==> src/rtl/dmem_uart_pkg.sv <==
// Shared definitions for the data-memory-mapped UART transmitter:
// register offsets, STATUS/CTRL bit positions and serial FSM states.
package dmem_uart_pkg;

  localparam logic [1:0] REG_TXDATA  = 2'd0;
  localparam logic [1:0] REG_STATUS  = 2'd1;
  localparam logic [1:0] REG_BAUDDIV = 2'd2;
  localparam logic [1:0] REG_CTRL    = 2'd3;

  localparam int ST_FULL    = 0;
  localparam int ST_EMPTY   = 1;
  localparam int ST_BUSY    = 2;
  localparam int ST_OVF     = 3;
  localparam int ST_CNT_LSB = 8;

  localparam int CTRL_EN    = 0;
  localparam int CTRL_IRQEN = 1;

  typedef enum logic [1:0] {
    IDLE  = 2'd0,
    START = 2'd1,
    DATA  = 2'd2,
    STOP  = 2'd3
  } tx_state_e;

endpackage

==> src/rtl/dmem_uart_tx_if.sv <==
// Core data-memory bus as seen by a responder: level-qualified address,
// read/write strobe, write data and registered read data.
interface dmem_uart_tx_if;
  logic [31:0] ADDR;
  logic        DnRW;
  logic [31:0] WDATA;
  logic [31:0] RDATA;

  modport master (output ADDR, output DnRW, output WDATA, input RDATA);
  modport slave  (input ADDR, input DnRW, input WDATA, output RDATA);
endinterface

==> src/rtl/uart_tx_fifo.sv <==
// Byte FIFO for the UART transmitter; a push into a full FIFO is still
// accepted when a pop happens in the same cycle.
module uart_tx_fifo #(
  parameter  int DEPTH = 8,
  localparam int AW    = $clog2(DEPTH),
  localparam int CW    = $clog2(DEPTH + 1)
) (
  input  logic          clk,
  input  logic          rst_n,
  input  logic          push,
  input  logic [7:0]    din,
  input  logic          pop,
  output logic [7:0]    dout,
  output logic [CW-1:0] count,
  output logic          full,
  output logic          empty,
  output logic          accept
);

  logic [7:0]    mem [DEPTH];
  logic [AW-1:0] wptr, rptr;
  logic          pop_ok;

  assign full   = (count == CW'(DEPTH));
  assign empty  = (count == '0);
  assign pop_ok = pop && !empty;
  assign accept = push && (!full || pop_ok);
  // Head is read combinationally so the popping edge captures it directly.
  assign dout   = mem[rptr];

  always_ff @(posedge clk) begin
    if (accept) mem[wptr] <= din;
  end

  always_ff @(posedge clk or negedge rst_n) begin
    if (!rst_n) begin
      wptr  <= '0;
      rptr  <= '0;
      count <= '0;
    end else begin
      if (accept) wptr <= wptr + AW'(1);
      if (pop_ok) rptr <= rptr + AW'(1);
      count <= count + CW'(accept) - CW'(pop_ok);
    end
  end

endmodule

==> src/rtl/dmem_uart_tx.sv <==
// Memory-mapped 8N1 UART transmitter on the core data bus: register decode,
// TX FIFO and bit-serial engine sharing the core clock.
module dmem_uart_tx
  import dmem_uart_pkg::*;
#(
  parameter logic [31:0] BASE        = 32'hFFFF_0000,
  parameter int          DEPTH       = 8,
  parameter logic [15:0] DEFAULT_DIV = 16'd433
) (
  input  logic           CLK,
  input  logic           RST,
  dmem_uart_tx_if.slave  bus,
  output logic           TXD,
  output logic           IRQ
);

  localparam int CW = $clog2(DEPTH + 1);

  logic          hit, wr, rd;
  logic [1:0]    sel;
  logic          push, pop, accept, full, empty;
  logic [7:0]    fifo_dout;
  logic [CW-1:0] count;
  logic [15:0]   baud_div;
  logic          en, irqen, ovf;
  logic [31:0]   status, rd_mux;

  tx_state_e     state, state_nxt;
  logic [15:0]   bit_cnt, bit_cnt_nxt;
  logic [2:0]    bit_idx, bit_idx_nxt;
  logic [7:0]    shift, shift_nxt;
  logic          txd_nxt, bit_end, busy;

  logic unused_bits;
  assign unused_bits = ^{bus.ADDR[1:0], bus.WDATA[31:16]};

  assign hit  = (bus.ADDR[31:4] == BASE[31:4]);
  assign wr   = hit && bus.DnRW;
  assign rd   = hit && !bus.DnRW;
  assign sel  = bus.ADDR[3:2];
  assign push = wr && (sel == REG_TXDATA);
  assign busy = (state != IDLE);

  uart_tx_fifo #(.DEPTH(DEPTH)) u_fifo (
    .clk    (CLK),
    .rst_n  (RST),
    .push   (push),
    .din    (bus.WDATA[7:0]),
    .pop    (pop),
    .dout   (fifo_dout),
    .count  (count),
    .full   (full),
    .empty  (empty),
    .accept (accept)
  );

  always_ff @(posedge CLK or negedge RST) begin
    if (!RST) begin
      baud_div <= DEFAULT_DIV;
      en       <= 1'b1;
      irqen    <= 1'b0;
      ovf      <= 1'b0;
    end else begin
      if (wr && sel == REG_BAUDDIV) baud_div <= bus.WDATA[15:0];
      if (wr && sel == REG_CTRL) begin
        en    <= bus.WDATA[CTRL_EN];
        irqen <= bus.WDATA[CTRL_IRQEN];
      end
      if (push && !accept)                                ovf <= 1'b1;
      else if (wr && sel == REG_STATUS && bus.WDATA[ST_OVF]) ovf <= 1'b0;
    end
  end

  always_comb begin
    status                   = '0;
    status[ST_FULL]          = full;
    status[ST_EMPTY]         = empty;
    status[ST_BUSY]          = busy;
    status[ST_OVF]           = ovf;
    status[ST_CNT_LSB +: 8]  = 8'(count);
    rd_mux = '0;
    case (sel)
      REG_STATUS:  rd_mux = status;
      REG_BAUDDIV: rd_mux = {16'd0, baud_div};
      REG_CTRL:    rd_mux = {30'd0, irqen, en};
      default:     rd_mux = '0;
    endcase
  end

  // SRAM-like timing: data appears the cycle after the address; anything else zeroes it.
  always_ff @(posedge CLK or negedge RST) begin
    if (!RST) bus.RDATA <= '0;
    else      bus.RDATA <= rd ? rd_mux : '0;
  end

  assign bit_end = (bit_cnt == 16'd0);

  always_comb begin
    state_nxt   = state;
    bit_cnt_nxt = bit_cnt;
    bit_idx_nxt = bit_idx;
    shift_nxt   = shift;
    pop         = 1'b0;
    txd_nxt     = 1'b1;
    // Reloading from the live register lets a new divider apply at the next bit.
    if (state != IDLE) bit_cnt_nxt = bit_end ? baud_div : bit_cnt - 16'd1;
    case (state)
      IDLE: if (en && !empty) begin
        pop         = 1'b1;
        shift_nxt   = fifo_dout;
        bit_cnt_nxt = baud_div;
        state_nxt   = START;
      end
      START: if (bit_end) begin
        bit_idx_nxt = '0;
        state_nxt   = DATA;
      end
      DATA: if (bit_end) begin
        shift_nxt   = {1'b0, shift[7:1]};
        bit_idx_nxt = bit_idx + 3'd1;
        if (bit_idx == 3'd7) state_nxt = STOP;
      end
      STOP: if (bit_end) begin
        if (en && !empty) begin
          pop       = 1'b1;
          shift_nxt = fifo_dout;
          state_nxt = START;
        end else begin
          state_nxt = IDLE;
        end
      end
      default: state_nxt = IDLE;
    endcase
    // TXD follows the next state so the start bit begins on the popping edge.
    case (state_nxt)
      START:   txd_nxt = 1'b0;
      DATA:    txd_nxt = shift_nxt[0];
      default: txd_nxt = 1'b1;
    endcase
  end

  always_ff @(posedge CLK or negedge RST) begin
    if (!RST) begin
      state   <= IDLE;
      bit_cnt <= '0;
      bit_idx <= '0;
      shift   <= '0;
      TXD     <= 1'b1;
      IRQ     <= 1'b0;
    end else begin
      state   <= state_nxt;
      bit_cnt <= bit_cnt_nxt;
      bit_idx <= bit_idx_nxt;
      shift   <= shift_nxt;
      TXD     <= txd_nxt;
      IRQ     <= irqen && empty && (state == IDLE);
    end
  end

endmodule

==> src/flat_wrapper.sv <==
// flat-port wrapper written by rule: the top's interface ports become plain ports
module dmem_uart_tx_flat import dmem_uart_pkg::*;
#(
  parameter logic [31:0] BASE        = 32'hFFFF_0000,
  parameter int          DEPTH       = 8,
  parameter logic [15:0] DEFAULT_DIV = 16'd433
)
  (CLK, RST, TXD, IRQ, bus_ADDR, bus_DnRW, bus_WDATA, bus_RDATA);
  dmem_uart_tx_if bus_i ();
  input  logic CLK;
  input  logic RST;
  output logic TXD;
  output logic IRQ;
  input wire logic [$bits(bus_i.ADDR)-1:0] bus_ADDR;
  input wire logic [$bits(bus_i.DnRW)-1:0] bus_DnRW;
  input wire logic [$bits(bus_i.WDATA)-1:0] bus_WDATA;
  output wire logic [$bits(bus_i.RDATA)-1:0] bus_RDATA;
  assign bus_i.ADDR = bus_ADDR;
  assign bus_i.DnRW = bus_DnRW;
  assign bus_i.WDATA = bus_WDATA;
  assign bus_RDATA = bus_i.RDATA;
  dmem_uart_tx #(.BASE(BASE), .DEPTH(DEPTH), .DEFAULT_DIV(DEFAULT_DIV)) u_core (.CLK(CLK), .RST(RST), .bus(bus_i), .TXD(TXD), .IRQ(IRQ));
endmodule
==> config.mk <==
export PLATFORM = sky130hd
export DESIGN_NAME = dmem_uart_tx_flat
export DESIGN_NICKNAME = d
export VERILOG_FILES = /design/src/rtl/dmem_uart_pkg.sv /design/src/rtl/dmem_uart_tx_if.sv /design/src/rtl/uart_tx_fifo.sv /design/src/rtl/dmem_uart_tx.sv /design/src/flat_wrapper.sv
export SDC_FILE = /design/constraint.sdc
export NUM_CORES = 1
export LEC_CHECK = 0
export ABC_AREA = 0
export CORE_AREA = 2 2 139 141
export DETAILED_ROUTE_END_ITERATION = 16
export DIE_AREA = 0 0 141 143
export GPL_TIMING_DRIVEN = 0
export PLACE_DENSITY_LB_ADDON = 0.15
export REMOVE_ABC_BUFFERS = 1
export SETUP_SLACK_MARGIN = 0.4
export SYNTH_ARGS = -nofsm -noshare
export SYNTH_HDL_FRONTEND = slang
export SYNTH_HIERARCHICAL = 1
export SYNTH_SLANG_ARGS = --single-unit
==> constraint.sdc <==
create_clock -name CLK -period 6.75 [get_ports CLK]
set_clock_uncertainty 0.2 [all_clocks]
set_input_delay 1.0125 -clock CLK [delete_from_list [all_inputs] [get_ports CLK]]
set_output_delay 1.0125 -clock CLK [all_outputs]
set_load 0.03 [all_outputs]
# == Yosys cells after proc, flatten, opt, wreduce, memory -nomap -nowiden ==
# Memories as Yosys holds them, arrays and structs flattened.
# Index checks and enable logic that the tools add are counted.
# totals
reg_bits,92
ramBits,64
input_bits,67
out_inout_bits,34
word_cells,92
n_memories,1
# memory_table
memory,depth,word_bits,read_ports,rd_ports_with_merged_regs,write_ports,line,source
u_core.u_fifo.mem,8,8,1,0,1,uart_tx_fifo.sv:20,logic [7:0] mem [DEPTH];
# classes
add_sub_neg,6
n_eq_ne,14
muxes,28
n_reduce_logical,28
# op_table
cell,count
$mux W16,5
$pmux W16 S3,1
$eq A28 B28 Y1 const B,1
$mux W8,3
$pmux W8 S3,1
$logic_not A16 Y1,1
$sub A16 B1 Y16 const B,1
$logic_and A1 B1 Y1,13
$eq A2 B2 Y1 const B,5
$mux W2,5
$add A3 B1 Y3 const B,3
$pmux W2 S4,1
$mux W1,7
$eq A2 B1 Y1 const B,3
$mux W3,2
$ne A2 B1 Y1 const B,3
$pmux W3 S2,1
$reduce_and A3 Y1,2
$reduce_bool A2 Y1,3
$add A4 B1 Y4,1
$eq A4 B4 Y1 const B,1
$logic_not A1 Y1,4
$logic_not A2 Y1,2
$logic_not A4 Y1,1
5 further kinds,6

# == Logic depth before layout (Yosys ltp) ==
# Gate-level depths: netlist (run 1).
# depth
ltp_word,12
mapped_depth,14
mapped_depth_nobuf,14

# == By module ==
# Netlist (run 1), hierarchy kept.
# by_module_without_submodules
module,instances,cells_each,area_each_um2,seq_area_each_um2
dmem_uart_tx,1,363,3646.0,1660.3
uart_tx_fifo,1,156,3114.2,2172.1

# == Worst setup path before layout (run 1) ==
# No wires, ideal clock.
# synth_path
path_kind,input to register
from,input bus_ADDR[6]
to,memory u_core.u_fifo.mem[2][0] (enable)
setup_ps,398
arrival_ps,3658
required_time_ps,6152
slack_ps,2495
path_stages,8
path_buffers,1
path_cell_list,nor4_1 > nand4_1 > or4_4 > or3_1 > nor2_1 > o21ai_1 > buf_4 > nor4b_1
# synth_between
elab_chain_cells,6
# synth_rtl
element,line,source
from (decl),flat_wrapper.sv:14,input wire logic [$bits(bus_i.ADDR)-1:0] bus_ADDR;
$eq A28 B28 Y1,dmem_uart_tx.sv:37,assign hit = (bus.ADDR[31:4] == BASE[31:4]);
$logic_and A1 B1 Y1,dmem_uart_tx.sv:38,assign wr = hit && bus.DnRW;
$logic_and A1 B1 Y1,dmem_uart_tx.sv:41,assign push = wr && (sel == REG_TXDATA);
named net u_core.push,dmem_uart_tx.sv:21,"logic push, pop, accept, full, empty;"
$logic_and A1 B1 Y1,uart_tx_fifo.sv:27,assign accept = push && (!full || pop_ok);
$mux W1,uart_tx_fifo.sv:32,if (accept) mem[wptr] <= din;
$mux W1 (not written as such),uart_tx_fifo.sv:32,
to (decl),uart_tx_fifo.sv:20,
# The timed path passes the listed nets, and every way through them passes these cells.

# == Worst setup path after layout (run 1) ==
# layout_path
from,register u_core.u_fifo.count[2]
to,register u_core.u_fifo.count[1]
# layout_between
elab_chain_cells,11
elab_cells_between_ends,13
classes_between,add/sub: 2; eq/ne: 1; mux: 3; reduce/logical: 7
# layout_rtl
element,line,source
from (decl),uart_tx_fifo.sv:14,"output logic [CW-1:0] count,"
from (signal assigned),uart_tx_fifo.sv:43,count <= count + CW'(accept) - CW'(pop_ok);
$logic_not A4 Y1 *,uart_tx_fifo.sv:25,assign empty = (count == '0);
named net u_core.empty,dmem_uart_tx.sv:21,
$logic_not A1 Y1 *,"dmem_uart_tx.sv:108, dmem_uart_tx.sv:124",
$logic_and A1 B1 Y1 *,"dmem_uart_tx.sv:108, dmem_uart_tx.sv:124",
$mux W1 *,"dmem_uart_tx.sv:108, dmem_uart_tx.sv:124",
$mux W1,dmem_uart_tx.sv:123,STOP: if (bit_end) begin
$pmux W1 S2 *,dmem_uart_tx.sv:107,case (state)
named net u_core.pop,dmem_uart_tx.sv:21,
$logic_and A1 B1 Y1 *,uart_tx_fifo.sv:26,assign pop_ok = pop && !empty;
$logic_or A1 B1 Y1 *,uart_tx_fifo.sv:27,
$logic_and A1 B1 Y1 *,uart_tx_fifo.sv:27,
named net u_core.accept,dmem_uart_tx.sv:21,
$add A4 B1 Y4 *,uart_tx_fifo.sv:43,
$sub A4 B1 Y4 *,uart_tx_fifo.sv:43,
# Mark *: on every way through the listed nets, which the timed path passes. The rest lies on a longest branch.
# A chain may end at the register's enable or synchronous reset.

==> results.md, run 1 <==
* Fmax at 228 MHz
* Largest net degree at the start of global routing at 71
* Worst-margin pin slew at 1.10 ns
* CTS tree: yes
* RSZ-0062 raised after global routing: no
* Gate Count Post-Synth at 519
* Worst rel slew slack at 0.268
* Hold_ws at 0.209 ns
* Nets@finish at 669
* Final ANT Viol Nets at 0
* Post-Place Worst Slack at 1.92 ns
* Postcts setup bufs at 0
* Leakage at around 3.3 nW
* Detailed Route Iter0 Violations at roughly 360
* Post_cts resized at 0
* Unique masters post-synth at 70
* Worst-skew pair later-pin latency at 0.42 ns
* Placed cell count at 800
* Mux cell area share after synthesis at 0.125
* GRT Total Usage at 0.159
* Vias in the first global route at 4303
* Vias/cell at 5.22
* Arrival time at the worst endpoint at 4.55 ns
* Die width at 141 um
* Yosys warns at 6
* DP HPWL at 10300 um
* Non-Filler Instances at 832
* WL/cell at 18.2 um
* Worst path slowest cell: o21ai_1
* Top FF cell, synth: dfrtp_1
* First-pass GRT wire length at 24200 um
* Period minus WS final at about 4.4 ns
* Design area at 8240 sq um
* CP Capture Type: flop
* H-tree depth at 4
* FF+latch count, synth at 140
* CP Launch Type: flop
* Starting density of the core at 0.364
* Vias at 4339
* Antenna violations before repair at 0
* Diode count at 0
* Final Hold Fails at 0
* Area Growth Syn to Fin at 21.8%
* Routed WL at ~15000 um
* Worst-path fanout max at 13
* CTS sink count at 140
* Seq/Total Area, Yosys at 0.567
* Setup TNS at 0 ns
* IO Port Bufs at 66
* Syn avg cell area at 13.0 sq um
* RD Place Congestion at 0.813
* Final core utilization at 0.443
* CTS Buf Count at 17
* Max-cap violation count at 0
* Largest family of logic cells by synthesized area: multiplexers
* Hold crit path type: input port to asynchronous set/reset pin
* Grt ovf at 0
* Crit path largest cell delay at 0.78 ns
* Clk root buf: clkbuf_16
* Adder-Cell Fraction of Synth Area at 0.0326
* Ys async rst share at 0.543
* Cell Area, Synth at between 6000 and 7000 sq um
* Synth Area in Compound Gates at 0.0983
* Clock buffer depth at 2
* Final setup violation count at 0
* DRC at 0
* Power Dens Cells at 234 nW/um^2
* Most used cells in the layout excluding fill and tap cells: dfrtp_1, clkdlybuf4s50_1, edfxtp_1
* Commonest non-fill, non-tap cell in the layout: dfrtp_1
* Final setup margin at 2.37 ns
* Critical path cell sequence: inv_1 -> ha_1 -> nor3b_1 -> nand2b_1 -> nor3_1 -> nor2b_1 -> o21ai_1 -> inv_1 -> ha_1 -> inv_1 -> fa_1 -> inv_1
* Total die area at 20200 sq um
* Fin crit share at 0.649
* Share of layout cells above drive strength 1 at 0.161
* Design Power at 1.92 mW
* Worst VDD drop at 171 uV
* Req. time, crit path at 6.92 ns
* IO Count at 101
* Outcome: finished clean
* CP Class: flop to flop
* Post-synth EDFFs at 64
* Die Y at 143 um
* Post-Synth Simple-Gate Area at 0.111
* XOR/XNOR share of the synthesized area at 0.0155
* Clk pin slew, worst setup/hold paths at 0.07 ns
* # rows at 50
* Detailed Routing Iterations Pass 1 at 5
* Placed Area at 7620 sq um
* Slew Limit Fails at 0
* CP dominant cell by count: inv_1
* CTS Hold Bufs at 0
* Core Area at 18600 sq um
## cells by family (layout without fill, tap and decap cells)
group	Yosys count	after routing
adder cells (fa/ha/maj)	17	17
flip-flops	140	140
XOR/XNOR	12	12
multiplexers	51	51
buffers and inverters	63	127
AO/OA/AOI/OAI	97	97
other	1	16
AND/OR/NAND/NOR	138	138
## critical path, delay by kind of cell, from the launching register on
family / cells / cell delay [ns]
AND/OR/NAND/NOR: 4 / 1.61
adder cells (fa/ha/maj): 3 / 0.90
AO/OA/AOI/OAI: 1 / 0.78
buffers and inverters: 4 / 0.44
flip-flops: 1 / 0.39
## routing by layer
layer | vias up | global-route usage | share of wire
met3 | 13 | 0.0429 | 0.034
met4 | 0 | 0.0363 | 0.0073
met1 | 2202 | 0.227 | 0.48
li1 | 2042 | - | -
met5 | - | 0 | 0
met2 | 82 | 0.244 | 0.47
## path summary, 6_finish.rpt
check / from / slack [ns] / cells past startpoint / to
worst max-delay path: u_core/u_fifo/count[2] / 2.37 / 12 / u_core/u_fifo/count[1]
worst min-delay path: RST / 0.21 / 1 / u_core/shift[5]
worst max register to register: u_core/u_fifo/count[2] / 2.37 / 12 / u_core/u_fifo/count[1]
worst min register to register: u_core/shift[1] / 0.29 / 1 / u_core/shift[1]
max in group asynchronous: RST / 5.54 / 2 / u_core/baud_div[7]
min in group CLK: u_core/shift[1] / 0.29 / 1 / u_core/shift[1]
## state kept, by name (all words and copies together) (netlist names)
signal / flops
u_core/irqen: 1
u_core/bit_idx: 3
u_core/baud_div: 16
u_core/bus.RDATA: 16
u_core/bit_cnt: 16
u_core/state: 2
u_core/shift: 8
u_core/u_fifo/wptr: 3
u_core/u_fifo/rptr: 3
u_core/TXD: 1
u_core/en: 1
u_core/IRQ: 1
u_core/u_fifo/count: 4
u_core/u_fifo/mem: 64
u_core/ovf: 1
## synth_stat cells (all sizes together) (8+ instances only)
library cell	number	area share
a21oi	13	0.0096
a22oi	15	0.017
and2	9	0.0083
buf	26	0.029
clkbuf	14	0.0080
dfrtp	69	0.26
edfxtp	64	0.28
ha	16	0.030
inv	23	0.013
mux2	31	0.057
mux4	16	0.062
nand2	42	0.024
nand3	11	0.0081
nor2	26	0.016
nor4	8	0.0083
o21ai	26	0.019
xnor2	8	0.010
## where the power goes
group	total, mW	internal (mW)	switching (mW)
sequential	0.893	0.893	0.00000391
combinational	0.0622	0.0276	0.0346
clock	0.968	0.588	0.380
## area by class of cell
cell class / count / area, sq um
Clock inverter: 15 / 188
Timing Repair Buffer: 72 / 723
Multi-Input combinational cell: 331 / 2690
Inverter: 23 / 86.3
Sequential cell: 140 / 3830
Clock buffer: 17 / 425
Fill cell: 1631 / 10300
Tap cell: 234 / 293
Note: power is estimated with default switching activity, not from simulation.
==> run 2, diff against run 1 <==
Clock period 6.75 ns to 4 ns, I/O delays scaled along.
==> results.md, run 2 (same netlist as run 1, synthesis figures left out) <==
* Die width at 141 um
* Final setup margin at 0.485 ns
* Worst VDD drop at around 290 uV
* RD Place Congestion at 0.813
* Biggest register: u_core/u_fifo/mem
* Largest net degree at the start of global routing at 71
* Final Hold Fails at 0
* DP HPWL at 10300 um
* Worst rel slew slack at 0.326
* Core Area at about 19000 sq um
* GRT Total Usage at 0.161
* Outcome: finished clean
* Routed WL at 15500 um
* Req. time, crit path at ~3.9 ns
* CTS Buf Count at 17
* Vias/cell at 5.25
* Worst-margin pin slew at 1.01 ns
* CTS sink count at 140
* Non-Filler Instances at 842
* Fmax at 285 MHz
* # rows at 50
* CTS tree: yes
* IO Port Bufs at 66
* First-pass GRT wire length at 24500 um
* Sequential cell area at 3830 sq um
* Diode count at 0
* Worst-skew pair later-pin latency at 0.43 ns
* Largest register FFs at between 60 and 70
* Nets@finish at around 680
* Clk pin slew, worst setup/hold paths at 0.06 ns
* Placed cell count at 800
* R2R cell count at 10
* CP Capture Type: flop
* Detailed Routing Iterations Pass 1 at 4
* Share of layout cells above drive strength 1 at 0.199
* CP Launch Type: input port
* Leakage at 3.41 nW
* IO Count at between 100 and 150
* Final setup violation count at 0
* Period minus WS final at 3.51 ns
* H-tree depth at 4
* Die Y at 143 um
* Worst-path fanout max at 9
* Fin crit share at 0.879
* Hold crit path type: flop to flop
* Clock buffer depth at 2
* Grt ovf at 0
* Slew Limit Fails at 0
* DRC at 0
* Post-Place Worst Slack at -0.436 ns
* Power Dens Cells at 384 nW/um^2
* Area Growth Syn to Fin at 25.2%
* Commonest non-fill, non-tap cell in the layout: dfrtp_1
* Antenna violations before repair at 0
* FILL cells at 1611
* Final ANT Viol Nets at 0
* Vias at 4422
* Starting density of the core at 0.364
* Arrival time at the worst endpoint at 3.36 ns
* Hold Path Stages at 1
* Max-cap violation count at 0
* Total die area at between 20000 and 25000 sq um
* RSZ-0062 raised after global routing: no
* Detailed Route Iter0 Violations at about 330
* WL/cell at 18.4 um
* Vias in the first global route at 4354
* Multi-input gate area at roughly 2800 sq um
* CP Class: input port to flop
* Most used cells in the layout excluding fill and tap cells: dfrtp_1, clkdlybuf4s50_1, edfxtp_1
* Clk root buf: clkbuf_16
==> run 2: changes by cell type in the layout (fill, tap and decap cells not counted), sizes merged <==
cell	previous run	this run
dlygate4sd3	0	1
buf	7	16
==> run 2: what timing repair did <==
action,4_1_cts,5_1_grt
setup buffers,3,6
setup endpoints to repair,71,67
cloned,0,0
gates resized for setup,12,17
pin swaps,1,3
endpoints found under the hold margin,6,0
hold buffers,1,0
==> run 2: layout make-up <==
cell class              count  area share
clock buffers              17      0.0502
clock inverters            15      0.0222
inverters                  23      0.0102
multi-input cells         331       0.335
flip-flops and latches    140       0.453
well taps                 234      0.0346
repair buffers             82      0.0946
==> run 2: through the flow <==
stage	utilization	power (mW)	hold slack [ns]	TNS [ns]	area, sq um
global route	0.456	3.36	0.318	0	8470
floorplan	-	1.56	0.104	0	6570
detailed placement	0.410	1.64	0.233	-19.57	7620
global placement	0.405	1.64	0.274	-108.60	7520
finish	0.456	3.25	0.292	0	8470
CTS	0.448	3.28	0.292	0	8330
==> run 2: path summary, 6_finish.rpt <==
path                            slack, ns                      end               from
worst max-delay path                 0.49  u_core/u_fifo/mem[3][6]        bus_ADDR[6]
worst min-delay path                 0.29          u_core/shift[1]    u_core/shift[1]
worst max register to register       0.61  u_core/u_fifo/mem[3][6]  u_core/bit_cnt[6]
worst min register to register       0.29          u_core/shift[1]    u_core/shift[1]
max in group asynchronous            2.63       u_core/baud_div[7]                RST
min in group asynchronous            0.36          u_core/shift[5]                RST
==> run 2: worst max-delay path, stage by stage <==
cell             delay [ns]
clkdlybuf4s50_1        0.40
nor4_1                 0.32
nand4_1                0.14
or4_4                  0.59
or3_4                  0.38
nor2_4                 0.12
o21ai_4                0.13
buf_4                  0.17
nor3_4                 0.50
==> run 2: power by group <==
group / internal [mW] / leakage, nW / switching [mW]
clock: 0.993 / 0.296 / 0.643
combinational: 0.0472 / 1.51 / 0.0593
sequential: 1.51 / 1.60 / 0.00000705
total: 2.55 / 3.41 / 0.703
==> run 2: routing by layer <==
metal / vias up / part of all wire / GRT usage
met5: - / 0 / 0
met4: 0 / 0.0058 / 0.0363
met3: 7 / 0.034 / 0.0433
met2: 101 / 0.48 / 0.249
met1: 2249 / 0.48 / 0.227
li1: 2065 / - / -
==> run 3, diff against run 2 <==
Settings changed: GPL_TIMING_DRIVEN 0 to default.
==> results.md, run 3 (same netlist as run 1, synthesis figures left out) <==
* Hold crit path type: input port to asynchronous set/reset pin
* IO Count at 101
* Worst-path fanout max at 10
* Biggest register: u_core/u_fifo/mem
* CP dominant cell by count: buf_4
* CP Capture Type: flop
* Period minus WS final at 3.45 ns
* Detailed Route Iter0 Violations at 321
* Postcts setup bufs at 0
* CTS Buf Count at 17
* CTS Hold Bufs at 0
* Detailed Routing Iterations Pass 1 at 4
* Antenna violations before repair at 0
* Critical path cell sequence: clkdlybuf4s50_1 -> nor4_1 -> nand4_1 -> or4_4 -> or3_1 -> nor2_1 -> o21ai_1 -> buf_4 -> nor4b_1 -> buf_4
* Largest net degree at the start of global routing at 77
* Total die area at 20200 sq um
* Req. time, crit path at between 3 and 4 ns
* Fin crit share at 0.862
* Worst rel slew slack at 0.340
* Diode count at 0
* RD Place Congestion at roughly 0.84
* DRC at 0
* Worst path slowest cell: or4_4
* CP Class: input port to flop
* Placed Area at ~7600 sq um
* CP Launch Type: input port
* # rows at 50
* Multi-input gate area at 2670 sq um
* GRT Total Usage at 0.157
* Arrival time at the worst endpoint at approximately 3.4 ns
* Die Y at about 140 um
* IO Port Bufs at 66
* Setup TNS at 0 ns
* Max-cap violation count at 0
* Vias at roughly 4400
* FILL cells at approximately 1700
* Most used cells in the layout excluding fill and tap cells: dfrtp_1, clkdlybuf4s50_1, edfxtp_1
* Clk root buf: clkbuf_16
* Vias in the first global route at 4419
* Vias/cell at 5.19
* Grt ovf at 0
* CTS tree: yes
* H-tree depth at 4
* Final ANT Viol Nets at 0
* Fmax at between 200 and 300 MHz
* Slew Limit Fails at 0
* Final setup violation count at 0
* Area Growth Syn to Fin at 22.6%
* Starting density of the core at 0.364
* Die width at 141 um
* Worst VDD drop at 270 uV
* Largest register FFs at 64
* Design area at 8290 sq um
* First-pass GRT wire length at 24100 um
* WL/cell at 17.8 um
* Worst-margin pin slew at 0.990 ns
* Crit path largest cell delay at 0.59 ns
* Share of layout cells above drive strength 1 at 0.167
* R2R setup slack at 0.70 ns
* Clock buffer depth at 2
* Clk pin slew, worst setup/hold paths at 0.06 ns
* Core Area at 18600 sq um
* Reg2reg start: u_core/bit_cnt[2]
* Leakage at 3.39 nW
* RSZ-0062 raised after global routing: no
* Critical path's top delay family: simple AND/OR/NAND/NOR gates
* DP HPWL at 10200 um
* Routed WL at 15000 um
* Nets@finish at 680
* Post_cts resized at 0
* Final Hold Fails at 0
* Worst-skew pair later-pin latency at between 0.4 and 0.5 ns
* CTS sink count at 140
* Outcome: finished clean
* Sequential cell area at 3830 sq um
* Power Dens Cells at 395 nW/um^2
* Commonest non-fill, non-tap cell in the layout: dfrtp_1
* CP bufs+invs at 3
* R2R cell count at 14
* Reg2reg end: u_core/u_fifo/count[2]
-- run 3: worst max-delay path by stage --
stage | startpoint | endpoint | slack [ns] | cells after the start
after CTS | u_core/bit_cnt[8] | u_core/u_fifo/count[2] | 0.49 | 14
after detailed placement | bus_ADDR[5] | u_core/u_fifo/mem[2][5] | 0.12 | 10
after global placement | bus_ADDR[6] | u_core/u_fifo/mem[5][5] | 0.15 | 10
final | bus_ADDR[5] | u_core/u_fifo/mem[2][6] | 0.55 | 10
after floorplan | bus_ADDR[6] | u_core/u_fifo/mem[2][0] | 0.14 | 7
after global routing | u_core/bit_cnt[8] | u_core/u_fifo/count[2] | 0.44 | 14
-- run 3: per-stage QoR --
step	total power [mW]	worst slack, ns	hold WS, ns	util	cells
2_1_floorplan	1.56	0.137	0.104	-	494
3_3_place_gp	1.64	0.152	0.273	0.412	811
3_5_place_dp	1.64	0.120	0.278	0.412	811
4_1_cts	3.31	0.495	0.185	0.445	843
5_1_grt	3.38	0.440	0.208	0.446	843
6_report	3.27	0.552	0.142	0.446	843
-- run 3: area by class of cell --
type / count / area share
tap: 234 / 0.0353
multi-input combinational: 331 / 0.322
clock inverter: 13 / 0.0228
inverter: 23 / 0.0104
timing repair buffer: 83 / 0.0948
clock buffer: 19 / 0.0523
sequential: 140 / 0.463
-- run 3: power breakdown --
part           leakage (nW)  internal (mW)  switching (mW)
clock network         0.298           1.05           0.612
registers              1.60           1.51      0.00000607
logic                  1.50         0.0442          0.0574
total                  3.39           2.60           0.669
-- run 3: metal layers --
| layer | part of all wire | track usage |
|---|---|---|
| met1 | 0.48 | 0.214 |
| met2 | 0.48 | 0.252 |
| met3 | 0.031 | 0.0352 |
| met4 | 0.015 | 0.0521 |
| met5 | 0 | 0 |
